--- src/rtl/pc_fetch_sequencer.sv ---
// Program-counter fetch sequencer: issues one instruction-memory request at a time,
// registers the returned word and handles jump/branch redirects, including those
// that arrive while a request is still in flight.
module pc_fetch_sequencer #(
    parameter logic [31:0] RESET_VECTOR = 32'h0000_0000,
    parameter logic [31:0] INC          = 32'd4
) (
    input  logic        Clk,
    input  logic        Rst_n,
    input  logic        Enable,
    input  logic        Stall,
    input  logic        Jump,
    input  logic [31:0] JumpTarget,
    input  logic        BranchTaken,
    input  logic [31:0] BranchTarget,
    output logic        ImemReq,
    output logic [31:0] ImemAddr,
    input  logic        ImemAck,
    input  logic [31:0] ImemData,
    output logic        InstrValid,
    output logic [31:0] Instr,
    output logic [31:0] InstrPc,
    output logic        AddrError
);

    typedef enum logic [1:0] {
        ST_IDLE  = 2'd0,
        ST_FETCH = 2'd1,
        ST_VALID = 2'd2
    } state_e;

    state_e      state_q,       state_d;
    logic [31:0] pc_q,          pc_d;
    logic [31:0] instr_q,       instr_d;
    logic [31:0] instr_pc_q,    instr_pc_d;
    logic        valid_q,       valid_d;
    logic        req_q,         req_d;
    logic        addr_err_q,    addr_err_d;
    logic        pend_q,        pend_d;
    logic [31:0] pend_target_q, pend_target_d;

    logic        redirect_s;
    logic [31:0] raw_target_s;
    logic [31:0] target_s;
    logic        misaligned_s;

    function automatic logic [31:0] word_align(input logic [31:0] addr);
        return {addr[31:2], 2'b00};
    endfunction

    function automatic logic is_misaligned(input logic [31:0] addr);
        return (addr[1:0] != 2'b00);
    endfunction

    // Redirect arbitration: jump has priority over a taken branch.
    always_comb begin
        redirect_s   = Jump | BranchTaken;
        raw_target_s = 32'h0000_0000;
        if (Jump) begin
            raw_target_s = JumpTarget;
        end else begin
            raw_target_s = BranchTarget;
        end
        target_s     = word_align(raw_target_s);
        misaligned_s = redirect_s & is_misaligned(raw_target_s);
    end

    // Next-state, PC and fetched-instruction update logic.
    always_comb begin
        state_d       = state_q;
        pc_d          = pc_q;
        instr_d       = instr_q;
        instr_pc_d    = instr_pc_q;
        pend_d        = pend_q;
        pend_target_d = pend_target_q;
        addr_err_d    = misaligned_s;

        case (state_q)
            ST_IDLE: begin
                if (redirect_s) begin
                    pc_d    = target_s;
                    state_d = ST_IDLE;
                end else if (Enable) begin
                    state_d = ST_FETCH;
                end else begin
                    state_d = ST_IDLE;
                end
            end

            ST_FETCH: begin
                // Address stays on pc_q until the ack; a stale response is dropped.
                if (ImemAck) begin
                    if (redirect_s) begin
                        pc_d    = target_s;
                        pend_d  = 1'b0;
                        state_d = ST_FETCH;
                    end else if (pend_q) begin
                        pc_d    = pend_target_q;
                        pend_d  = 1'b0;
                        state_d = ST_FETCH;
                    end else begin
                        instr_d    = ImemData;
                        instr_pc_d = pc_q;
                        pc_d       = pc_q + INC;
                        state_d    = ST_VALID;
                    end
                end else begin
                    if (redirect_s) begin
                        pend_d        = 1'b1;
                        pend_target_d = target_s;
                    end else begin
                        pend_d        = pend_q;
                    end
                end
            end

            ST_VALID: begin
                if (redirect_s) begin
                    pc_d = target_s;
                    if (Enable) begin
                        state_d = ST_FETCH;
                    end else begin
                        state_d = ST_IDLE;
                    end
                end else if (!Stall) begin
                    if (Enable) begin
                        state_d = ST_FETCH;
                    end else begin
                        state_d = ST_IDLE;
                    end
                end else begin
                    state_d = ST_VALID;
                end
            end

            default: begin
                state_d = ST_IDLE;
                pend_d  = 1'b0;
            end
        endcase

        req_d   = (state_d == ST_FETCH);
        valid_d = (state_d == ST_VALID);
    end

    // State and output registers; reset abandons any outstanding request.
    always_ff @(posedge Clk or negedge Rst_n) begin
        if (!Rst_n) begin
            state_q       <= ST_IDLE;
            pc_q          <= RESET_VECTOR;
            instr_q       <= 32'h0000_0000;
            instr_pc_q    <= 32'h0000_0000;
            valid_q       <= 1'b0;
            req_q         <= 1'b0;
            addr_err_q    <= 1'b0;
            pend_q        <= 1'b0;
            pend_target_q <= 32'h0000_0000;
        end else begin
            state_q       <= state_d;
            pc_q          <= pc_d;
            instr_q       <= instr_d;
            instr_pc_q    <= instr_pc_d;
            valid_q       <= valid_d;
            req_q         <= req_d;
            addr_err_q    <= addr_err_d;
            pend_q        <= pend_d;
            pend_target_q <= pend_target_d;
        end
    end

    assign ImemReq    = req_q;
    assign ImemAddr   = pc_q;
    assign InstrValid = valid_q;
    assign Instr      = instr_q;
    assign InstrPc    = instr_pc_q;
    assign AddrError  = addr_err_q;

endmodule

--- config.mk ---
export PLATFORM = sky130hd
export DESIGN_NAME = pc_fetch_sequencer
export DESIGN_NICKNAME = d
export VERILOG_FILES = /design/src/rtl/pc_fetch_sequencer.sv
export SDC_FILE = /design/constraint.sdc
export NUM_CORES = 1
export LEC_CHECK = 0
export BUFFER_PORTS_ARGS = -buffer_cell sky130_fd_sc_hd__buf_2
export CELL_PAD_IN_SITES_DETAIL_PLACEMENT = 1
export CELL_PAD_IN_SITES_GLOBAL_PLACEMENT = 1
export CORE_MARGIN = 1
export CORE_UTILIZATION = 38
export CTS_CLUSTER_SIZE = 16
export DETAILED_ROUTE_END_ITERATION = 8
export PLACE_DENSITY_LB_ADDON = 0.1
export SETUP_SLACK_MARGIN = 0.02
export SLEW_MARGIN = 10
export SYNTH_ARGS = -nofsm -noshare
export SYNTH_HDL_FRONTEND = slang
export SYNTH_SLANG_ARGS = --single-unit
--- constraint.sdc ---
create_clock -name Clk -period 2.25 [get_ports Clk]
set_input_delay 0.1125 -clock Clk [delete_from_list [all_inputs] [get_ports Clk]]
set_output_delay 0.1125 -clock Clk [all_outputs]
set_load 0.01 [all_outputs]
==> impl_metrics.csv, run 1 <==
group,metric,value,unit
sta,setup-violations-final,0,
critical_path,crit_path_max_fanout,6,
sta,finalHoldWorstSlack,0.0148,ns
grt,grt_pass1_vias,6286,
layout,n_antenna_cell,0,
routing,drtPass1Iterations,4,
power_and_ir_drop,swShare,0.395,
power_and_ir_drop,power,0.0119,W
routing,drtIter0Drc,278,
clocking,cts_max_path_buffers,2,
clocking,cts_root_buf,"clkbuf_16",
die,fp.dieW,131,µm
sta,post-route-period-util,0.932,
layout,fin_nets,1044,
die,die_area,17200,µm²
placed_design,gp_congestion,0.905,
die,rows,46,
critical_path,crit_chain,"ha_2 > nand3_1 > nor4_4 > nand3_2 > or4b_1 > nand4_1",
power_and_ir_drop,p_comb_frac,0.385,
worst_hold_path,hold_class,"in2reg",
critical_path,worst-setup-path-type,"reg2reg",
power_and_ir_drop,p_leak,4.26,nW
power_and_ir_drop,internal_power,0.00723,W
layout,nFillCells,1918,
clocking,cts.sinks,128,
yosys,synth_edf_count,0,
layout,area_delta_synth_final,37.4,%
routing,wire_per_inst,18.2,µm
power_and_ir_drop,vdd.ir_drop.worst,0.000650,V
critical_path,cp_data_arrival_time,2.45,ns
die,die_h,131,µm
routing,vias_per_cell,5.20,
power_and_ir_drop,power.density,1370,nW/µm²
critical_path,critPathLaunchType,"flip-flop",
routing,dr_total_vias,6082,
yosys,seq_area_frac_synth,0.504,
sta,max_slew_margin,0.635,
critical_path,required,2.60,ns
power_and_ir_drop,clkPwrFrac,0.249,
clocking,insertion_delay,0.42,ns
grt,gr-usage-all-layers,0.254,
die,ioPinCount,202,
sta,grt_setup_unrepaired,"yes",
yosys,yosysUniqueCellTypes,64,
clocking,cts.htree.levels,4,
yosys,syn_avg_cell_area,9.08,µm²
placed_design,hpwl,14700,µm
grt,antenna_found_initial,0,
power_and_ir_drop,switchingPower,0.00471,W
sta,worst_pin_slew,0.544,ns
critical_path,worstSetupEndpointType,"flip-flop",
yosys,ys_async_sr_fraction,1.00,
routing,ant_nets,0,
layout,regArea,3210,µm²
clocking,path_clk_slew,0.06,ns
routing,wirelength,21300,µm
sta,fmax,477,MHz
sta,slew_viol_final,0,
sta,fin_crit,2.10,ns
yosys,synthFlopType,"dfrtp_1",
yosys,synth-seq-cells,128,
die,start_util,0.394,
clocking,cts_made_buffers,17,
routing,drc,0,
critical_path,cp_slowest_stage_delay,0.53,ns
yosys,yosys_warnings,0,
grt,grt_max_degree,74,
layout,multi_input_area,2920,µm²
grt,grt_pass1_wl,34300,µm
layout,drive_gt1_frac,0.301,
critical_path,slowest_stage,"or4b_1",
sta,hold_violations,0,
flow_run,maxCapViolCount,0,
outcome,outcome,"finished clean",
die,core,16100,µm²
critical_path,cp_top_family,"simple AND/OR/NAND/NOR gates",
grt,overflow,0,
sta,tns,0,ns
placed_design,numPortBuffers,197,
yosys,netlist_area,6360,µm²
sta,skew,0.0105,ns
critical_path,worstPathBufferInverterCount,0,
clocking,cts_tree,"built",
power_and_ir_drop,p_seq_frac,0.366,
yosys,netlist_instances,700,
## per-stage QoR
stage / cells / area [µm²] / util / setup WS (ns)
after floorplan: 703 / 6370 / - / 0.137
after global placement: 1098 / 7700 / 0.478 / 0.210
after detailed placement: 1098 / 7700 / 0.478 / 0.114
after CTS: 1167 / 8710 / 0.541 / 0.0801
after global routing: 1169 / 8740 / 0.542 / 0.0179
final: 1169 / 8740 / 0.542 / 0.152
## power by group through the flow
stage	Sequential, W	Combinational, W	Clock, W
3_3_place_gp	0.00432	0.00438	0
6_report	0.00436	0.00460	0.00298
2_1_floorplan	0.00454	0.00229	0
3_5_place_dp	0.00440	0.00453	0
5_1_grt	0.00452	0.00508	0.00311
4_1_cts	0.00436	0.00461	0.00302
## what timing repair did
action / CTS / global route
resized for setup: 0 / 4
endpoints found under the setup margin: 0 / 2
setup buffers: 0 / 2
endpoints found under the hold margin: 84 / 0
hold buffers: 37 / 0
## placed cells by master, fill, tap and decap left out, types with 3 or more instances in the layout
cell type,Yosys,final
clkinvlp_4,0,4
xnor2_1,11,11
conb_1,1,4
xor2_1,9,9
o21a_1,5,5
nand2b_1,3,3
buf_12,0,5
mux2_2,3,3
nor2b_1,5,5
nand4_1,8,8
nor2_1,45,45
bufinv_16,0,4
o211ai_1,9,9
nor3_1,15,15
and3_1,3,3
o22a_1,3,3
mux2i_1,31,31
buf_4,4,29
a31oi_1,3,3
and4_1,3,3
inv_1,6,6
dfrtp_1,128,126
dlygate4sd3_1,0,37
o21ai_0,41,41
nand2_1,199,199
a221o_1,9,9
a221oi_1,5,5
a21oi_1,45,45
nand3_1,17,15
buf_2,4,196
clkbuf_16,0,17
o221ai_1,3,3
a41oi_1,3,3
## routing by layer
layer  vias to the layer above  share of wire  wire, µm  global-route usage
met5                         -              0         0                   0
met4                         0         0.0088       188              0.0652
met3                        15          0.042       888              0.0455
met2                       163           0.49     10500               0.433
met1                      3022           0.46      9720               0.331
li1                       2882              -         -                   -
## kinds of logic after synthesis
| group | after synthesis | synth area share |
|---|---|---|
| AO/OA/AOI/OAI | 139 | 0.139 |
| multiplexers | 34 | 0.0541 |
| XOR/XNOR | 20 | 0.0276 |
| adder cells (fa/ha/maj) | 1 | 0.00197 |
| other | 1 | 0.000590 |
| buffers and inverters | 57 | 0.0441 |
| flip-flops | 128 | 0.504 |
| AND/OR/NAND/NOR | 320 | 0.229 |
## area by class of cell
| cell class | count | share of cell area |
|---|---|---|
| Clock buffer | 20 | 0.0523 |
| Tap cell | 216 | 0.0309 |
| Multi-Input combinational cell | 518 | 0.334 |
| Inverter | 7 | 0.00301 |
| Sequential cell | 128 | 0.367 |
| Timing Repair Buffer | 268 | 0.192 |
| Clock inverter | 12 | 0.0208 |
## synthesized netlist by cell type, types with 3 or more instances
| cell | instances | area (µm²) |
|---|---|---|
| o221ai_1 | 3 | 26.3 |
| a31oi_1 | 3 | 18.8 |
| nor3_1 | 15 | 75.1 |
| buf_1 | 5 | 18.8 |
| mux2_2 | 3 | 33.8 |
| and4_1 | 3 | 26.3 |
| xor2_1 | 9 | 78.8 |
| nand2b_1 | 3 | 18.8 |
| o21a_1 | 5 | 37.5 |
| clkbuf_1 | 31 | 116 |
| buf_4 | 4 | 30.0 |
| dfrtp_1 | 128 | 3200 |
| o211ai_1 | 9 | 67.6 |
| clkbuf_8 | 3 | 41.3 |
| o22a_1 | 3 | 26.3 |
| o21ai_0 | 41 | 205 |
| a221o_1 | 9 | 90.1 |
| a21oi_1 | 45 | 225 |
| nor2b_1 | 5 | 31.3 |
| nand4_1 | 8 | 50.1 |
| inv_1 | 6 | 22.5 |
| buf_2 | 4 | 20.0 |
| nand2_1 | 199 | 747 |
| nand3_1 | 17 | 85.1 |
| a41oi_1 | 3 | 26.3 |
| and3_1 | 3 | 18.8 |
| xnor2_1 | 11 | 96.3 |
| mux2i_1 | 31 | 310 |
| nor2_1 | 45 | 169 |
| a221oi_1 | 5 | 43.8 |
## state kept, by name (all words and copies together), names as in the netlist
register       flops
ImemAddr          30
ImemReq            1
pend_target_q     30
pend_q             1
InstrPc           30
Instr             32
AddrError          1
InstrValid         1
state_q            2
## worst paths after layout
check | start | end | slack (ns) | cells past startpoint
min | BranchTarget[20] | pend_target_q[20] | 0.01 | 3
min reg2reg | InstrPc[11] | InstrPc[11] | 0.46 | 2
max in group asynchronous | Rst_n | ImemAddr[24] | 1.31 | 3
min in group asynchronous | Rst_n | Instr[14] | 0.21 | 2
max reg2reg | ImemAddr[2] | ImemAddr[30] | 0.15 | 6
max | ImemAddr[2] | ImemAddr[30] | 0.15 | 6
## worst min-delay path, delay by kind of cell
family / cells / cell delay [ns]
muxes: 1 / 0.06
AOI/OAI and AO/OA: 1 / 0.13
buffers and inverters: 1 / 0.09
No activity file was read; power rests on OpenSTA's default activity.
==> run 2, diff against run 1 <==
Settings changed: GPL_TIMING_DRIVEN set to 0.
==> impl_metrics.csv, run 2 (synthesis gave the netlist of run 1 again) <==
group,metric,value,unit
outcome,outcome,"finished clean",
die,die_h,131,µm
die,fp.dieW,131,µm
layout,largest_reg_flops,32,
power_and_ir_drop,p_leak,4.28,nW
routing,drc,0,
sta,slew_viol_final,0,
routing,drtIter0Drc,331,
grt,antenna_found_initial,0,
clocking,path_clk_slew,0.06,ns
layout,drive_gt1_frac,0.300,
flow_run,maxCapViolCount,0,
routing,wire_per_inst,19.0,µm
routing,drtPass1Iterations,6,
clocking,cts_root_buf,"clkbuf_16",
sta,max_slew_margin,0.402,
clocking,insertion_delay,0.42,ns
layout,area_delta_synth_final,38.7,%
critical_path,worstSetupEndpointType,"flip-flop",
layout,mostFrequentLayoutCells,"buf_2 (201), nand2_1 (199), dfrtp_1 (122)",
placed_design,numPortBuffers,195,
die,start_util,0.394,
grt,grt_max_degree,72,
critical_path,critPathLaunchType,"flip-flop",
clocking,cts_max_path_buffers,2,
clocking,cts.htree.levels,4,
critical_path,regToRegSetupSlack,0.08,ns
sta,setup-violations-final,0,
layout,nFillCells,1951,
clocking,cts_made_buffers,17,
routing,vias_per_cell,5.29,
critical_path,cp_data_arrival_time,2.53,ns
sta,hold_violations,0,
power_and_ir_drop,power.density,1360,nW/µm²
critical_path,required,2.61,ns
sta,tns,0,ns
clocking,cts.sinks,128,
grt,gr-usage-all-layers,0.276,
routing,dr_total_vias,6298,
grt,overflow,0,
placed_design,gp_congestion,0.860,
die,core,16100,µm²
die,die_area,17200,µm²
routing,wirelength,22600,µm
grt,grt_pass1_vias,6862,
sta,fmax,462,MHz
critical_path,worst-setup-path-type,"reg2reg",
die,rows,46,
power_and_ir_drop,vdd.ir_drop.worst,0.000676,V
sta,fin_crit,2.17,ns
clocking,cts_tree,"built",
sta,post-route-period-util,0.963,
critical_path,crit_path_max_fanout,9,
grt,grt_pass1_wl,37000,µm
routing,ant_nets,0,
die,ioPinCount,202,
placed_design,hpwl,15900,µm
sta,worst_pin_slew,0.897,ns
sta,skew,0.00765,ns
layout,final_common_cell,"buf_2",
layout,n_antenna_cell,0,
worst_hold_path,hold_class,"in2reg",
sta,grt_setup_unrepaired,"yes",
layout,final_util,0.547,
layout,fin_nets,1065,
==> run 2: changes by cell type in the layout (fill, tap and decap cells not counted), moves of 5 or more <==
cell | previous run | this run
clkbuf_2 | 0 | 10
buf_4 | 29 | 9
clkbuf_1 | 1 | 20
buf_2 | 196 | 201
==> run 2: metal layers <==
layer  vias to the layer above  share of wire  GRT usage  wire length, µm
li1                       2934              -          -                -
met1                      3119           0.44      0.353             9930
met2                       217           0.48      0.465            10900
met3                        28          0.057     0.0509             1300
met4                         0          0.022      0.104              505
met5                         -              0          0                0
==> run 2: where the power goes <==
part	switching (W)	leakage [nW]	total [W]	internal (W)
clock network	0.00105	0.302	0.00293	0.00188
registers	0.000993	1.52	0.00440	0.00340
logic	0.00279	2.45	0.00469	0.00190
==> run 2: repair_timing <==
item,in CTS,in global routing
pin swaps,2,1
hold buffers,38,0
buffers inserted,2,3
endpoints found under the setup margin,92,86
gates resized for setup,18,24
endpoints found under the hold margin,104,0
==> run 2: metrics by stage <==
| stage | hold WS [ns] | std cells | total power (W) | instance area (µm²) | worst slack [ns] |
|---|---|---|---|---|---|
| floorplan | -0.183 | 703 | 0.00682 | 6370 | 0.137 |
| global placement | 0.304 | 1114 | 0.00863 | 7610 | -0.704 |
| detailed placement | 0.185 | 1115 | 0.00886 | 7650 | -0.419 |
| CTS | 0.00158 | 1187 | 0.0119 | 8730 | 0.0235 |
| global route | 0.0354 | 1190 | 0.0128 | 8820 | 0.00787 |
| finish | 0.0207 | 1190 | 0.0120 | 8820 | 0.0834 |
==> run 2: path summary, 6_finish.rpt <==
path,from,to,cells after the start
worst max-delay path,ImemAddr[8],ImemAddr[25],6
worst min-delay path,BranchTarget[31],pend_target_q[31],3
worst max register to register,ImemAddr[8],ImemAddr[25],6
worst min register to register,InstrPc[24],InstrPc[24],2
max in group asynchronous,Rst_n,ImemAddr[6],3
min in group asynchronous,Rst_n,Instr[14],2
==> run 2: critical path, stage by stage (launching register included) <==
cell	delay, ns
dfrtp_1	0.51
nand4_4	0.19
or4_4	0.52
buf_6	0.17
or3_4	0.34
nor4_2	0.25
a211o_1	0.12
==> run 2: cell type report <==
class | instances | area, µm² | share of cell area
repair buffers | 239 | 1440 | 0.163
well taps | 216 | 270 | 0.0307
multi-input cells | 518 | 2970 | 0.336
clock inverters | 14 | 189 | 0.0214
inverters | 7 | 26.3 | 0.00298
clock buffers | 18 | 439 | 0.0498
plain buffers | 50 | 275 | 0.0312
flip-flops and latches | 128 | 3210 | 0.364
==> run 3, diff against run 2 <==
Settings changed: BUFFER_PORTS_ARGS -buffer_cell sky130_fd_sc_hd__buf_2 to unset, CORE_UTILIZATION 38 to 47, DONT_BUFFER_PORTS set to 1.
Clock period 2.25 ns to 2.1 ns, I/O delays scaled along.
==> impl_metrics.csv, run 3 (synthesis gave the netlist of run 1 again) <==
group,metric,value,unit
outcome,outcome,"finished, violations left",
outcome,violations,"negative hold slack, negative setup slack",
grt,grt_pass1_vias,7048,
clocking,postCtsHoldBufs,96,
power_and_ir_drop,internal_power,0.00739,W
sta,fmax,455,MHz
die,core,13200,µm²
power_and_ir_drop,power,0.0129,W
layout,area_delta_synth_final,35.2,%
clocking,insertion_delay,0.43,ns
layout,mostFrequentLayoutCells,"nand2_1 (198), dfrtp_1 (116), dlygate4sd3_1 (96)",
die,die_h,118,µm
flow_run,maxCapViolCount,0,
grt,grt_max_degree,129,
die,rows,42,
sta,skew,0.0103,ns
clocking,cts.sinks,128,
critical_path,cp_slowest_stage_delay,0.57,ns
critical_path,worstSetupEndpointType,"flip-flop",
routing,wirelength,25700,µm
sta,max_slew_margin,0.570,
layout,n_antenna_cell,0,
placed_design,numPortBuffers,0,
sta,setup-violations-final,3,
sta,worst_pin_slew,0.645,ns
routing,dr_total_vias,6297,
critical_path,cp_data_arrival_time,2.56,ns
sta,fin_ws,-0.0985,ns
power_and_ir_drop,swShare,0.428,
grt,grt_pass1_wl,39000,µm
placed_design,dpl_worst_slack,-0.481,ns
routing,drtIter0Drc,618,
critical_path,crit_path_max_fanout,8,
sta,fin_crit,2.20,ns
power_and_ir_drop,switchingPower,0.00552,W
clocking,cts_tree,"built",
critical_path,required,2.46,ns
clocking,cts_made_buffers,17,
sta,slew_viol_final,0,
grt,antenna_found_initial,0,
die,fp.dieW,118,µm
layout,largest_reg_flops,32,
clocking,cts_max_path_buffers,2,
power_and_ir_drop,p_comb_frac,0.323,
layout,final_common_cell,"nand2_1",
power_and_ir_drop,power.density,1500,nW/µm²
routing,drtPass1Iterations,5,
routing,drc,0,
placed_design,placed_area,6600,µm²
power_and_ir_drop,clkPwrFrac,0.254,
routing,vias_per_cell,6.16,
die,ioPinCount,202,
power_and_ir_drop,p_seq_frac,0.423,
sta,post-route-period-util,1.05,
routing,ant_nets,0,
clocking,cts.htree.levels,4,
sta,hold_violations,128,
critical_path,crit_chain,"clkbuf_8 > nand4_4 > or4_4 > buf_8 > or3_4 > nor4_4 > a211o_1",
sta,finalHoldWorstSlack,-0.623,ns
layout,fin_nets,937,
die,die_area,14000,µm²
placed_design,hpwl,14300,µm
layout,postLayoutCellArea,8600,µm²
grt,overflow,0,
critical_path,worst-setup-path-type,"reg2reg",
clocking,cts_root_buf,"clkbuf_16",
clocking,path_clk_slew,0.06,ns
routing,wire_per_inst,25.1,µm
critical_path,slowest_stage,"or4_4",
grt,gr-usage-all-layers,0.370,
placed_design,gp_congestion,0.826,
power_and_ir_drop,vdd.ir_drop.worst,0.000964,V
worst_hold_path,hold_class,"in2async",
critical_path,critPathLaunchType,"flip-flop",
layout,drive_gt1_frac,0.157,
sta,grt_setup_unrepaired,"yes",
power_and_ir_drop,p_leak,3.83,nW
die,start_util,0.482,
==> run 3: cell types whose count changed in the layout (fill, tap and decap cells not counted), moves of 3 or more <==
cell and delta:
buf_2 -194, dlygate4sd3_1 +58, buf_4 +10, clkbuf_1 -6, dfrtp_1 -6, dfrtp_2 +6
clkbuf_4 +4, nor3_1 -3, o21ai_0 -3, o21ai_1 +3
==> run 3: critical path, delay by kind of cell, from the launching register on <==
family | cells | cell delay (ns)
flops | 1 | 0.41
buf+inv | 2 | 0.33
simple gates | 4 | 1.24
compound gates | 1 | 0.15
==> run 3: layer usage <==
layer  track usage  wire length [µm]  vias to the layer above
met5             0                 0                        -
met4         0.201              1100                        0
met3         0.106              2160                      108
met2         0.643             13000                      382
met1         0.408              9470                     3135
li1              -                 -                     2672
==> run 3: final timing paths <==
path,startpoint,end,slack [ns],cells past startpoint
max in group asynchronous,Rst_n,ImemAddr[15],2.51,0
hold reg to reg,pend_target_q[28],ImemAddr[28],0.51,1
setup reg to reg,ImemAddr[5],ImemAddr[25],-0.1,7
hold / removal,Rst_n,pend_target_q[28],-0.62,0
setup / recovery,ImemAddr[5],ImemAddr[25],-0.1,7
min in group Clk,BranchTarget[27],ImemAddr[27],0.01,3
==> run 3: per-stage QoR <==
| stage | utilization | cells | setup TNS, ns |
|---|---|---|---|
| 2_1_floorplan | - | 703 | 0 |
| 3_3_place_gp | 0.501 | 879 | -32.39 |
| 3_5_place_dp | 0.501 | 879 | -36.03 |
| 4_1_cts | 0.642 | 1018 | -0.0486 |
| 5_1_grt | 0.652 | 1022 | -0.515 |
| 6_report | 0.652 | 1022 | -0.234 |
==> run 3: cell type report <==
cell class / count / area (µm²)
clock inverter: 14 / 214
sequential: 128 / 3220
timing repair buffer: 112 / 1090
tap: 176 / 220
multi-input combinational: 518 / 3100
fill: 1442 / 4590
inverter: 7 / 26.3
buffer: 49 / 300
clock buffer: 18 / 429
==> run 3: what timing repair did <==
action	in CTS	in global routing
gates resized for setup	52	47
endpoints found under the setup margin	120	121
pin swaps	8	6
setup buffers	11	5
endpoints found under the hold margin	192	128
==> run 3: power groups by stage <==
stage	clock network (W)	logic, W	registers (W)
after CTS	0.00325	0.00377	0.00537
after global placement	0	0.00310	0.00526
final	0.00328	0.00418	0.00546
after floorplan	0	0.00247	0.00486
after global routing	0.00336	0.00448	0.00559
after detailed placement	0	0.00328	0.00534
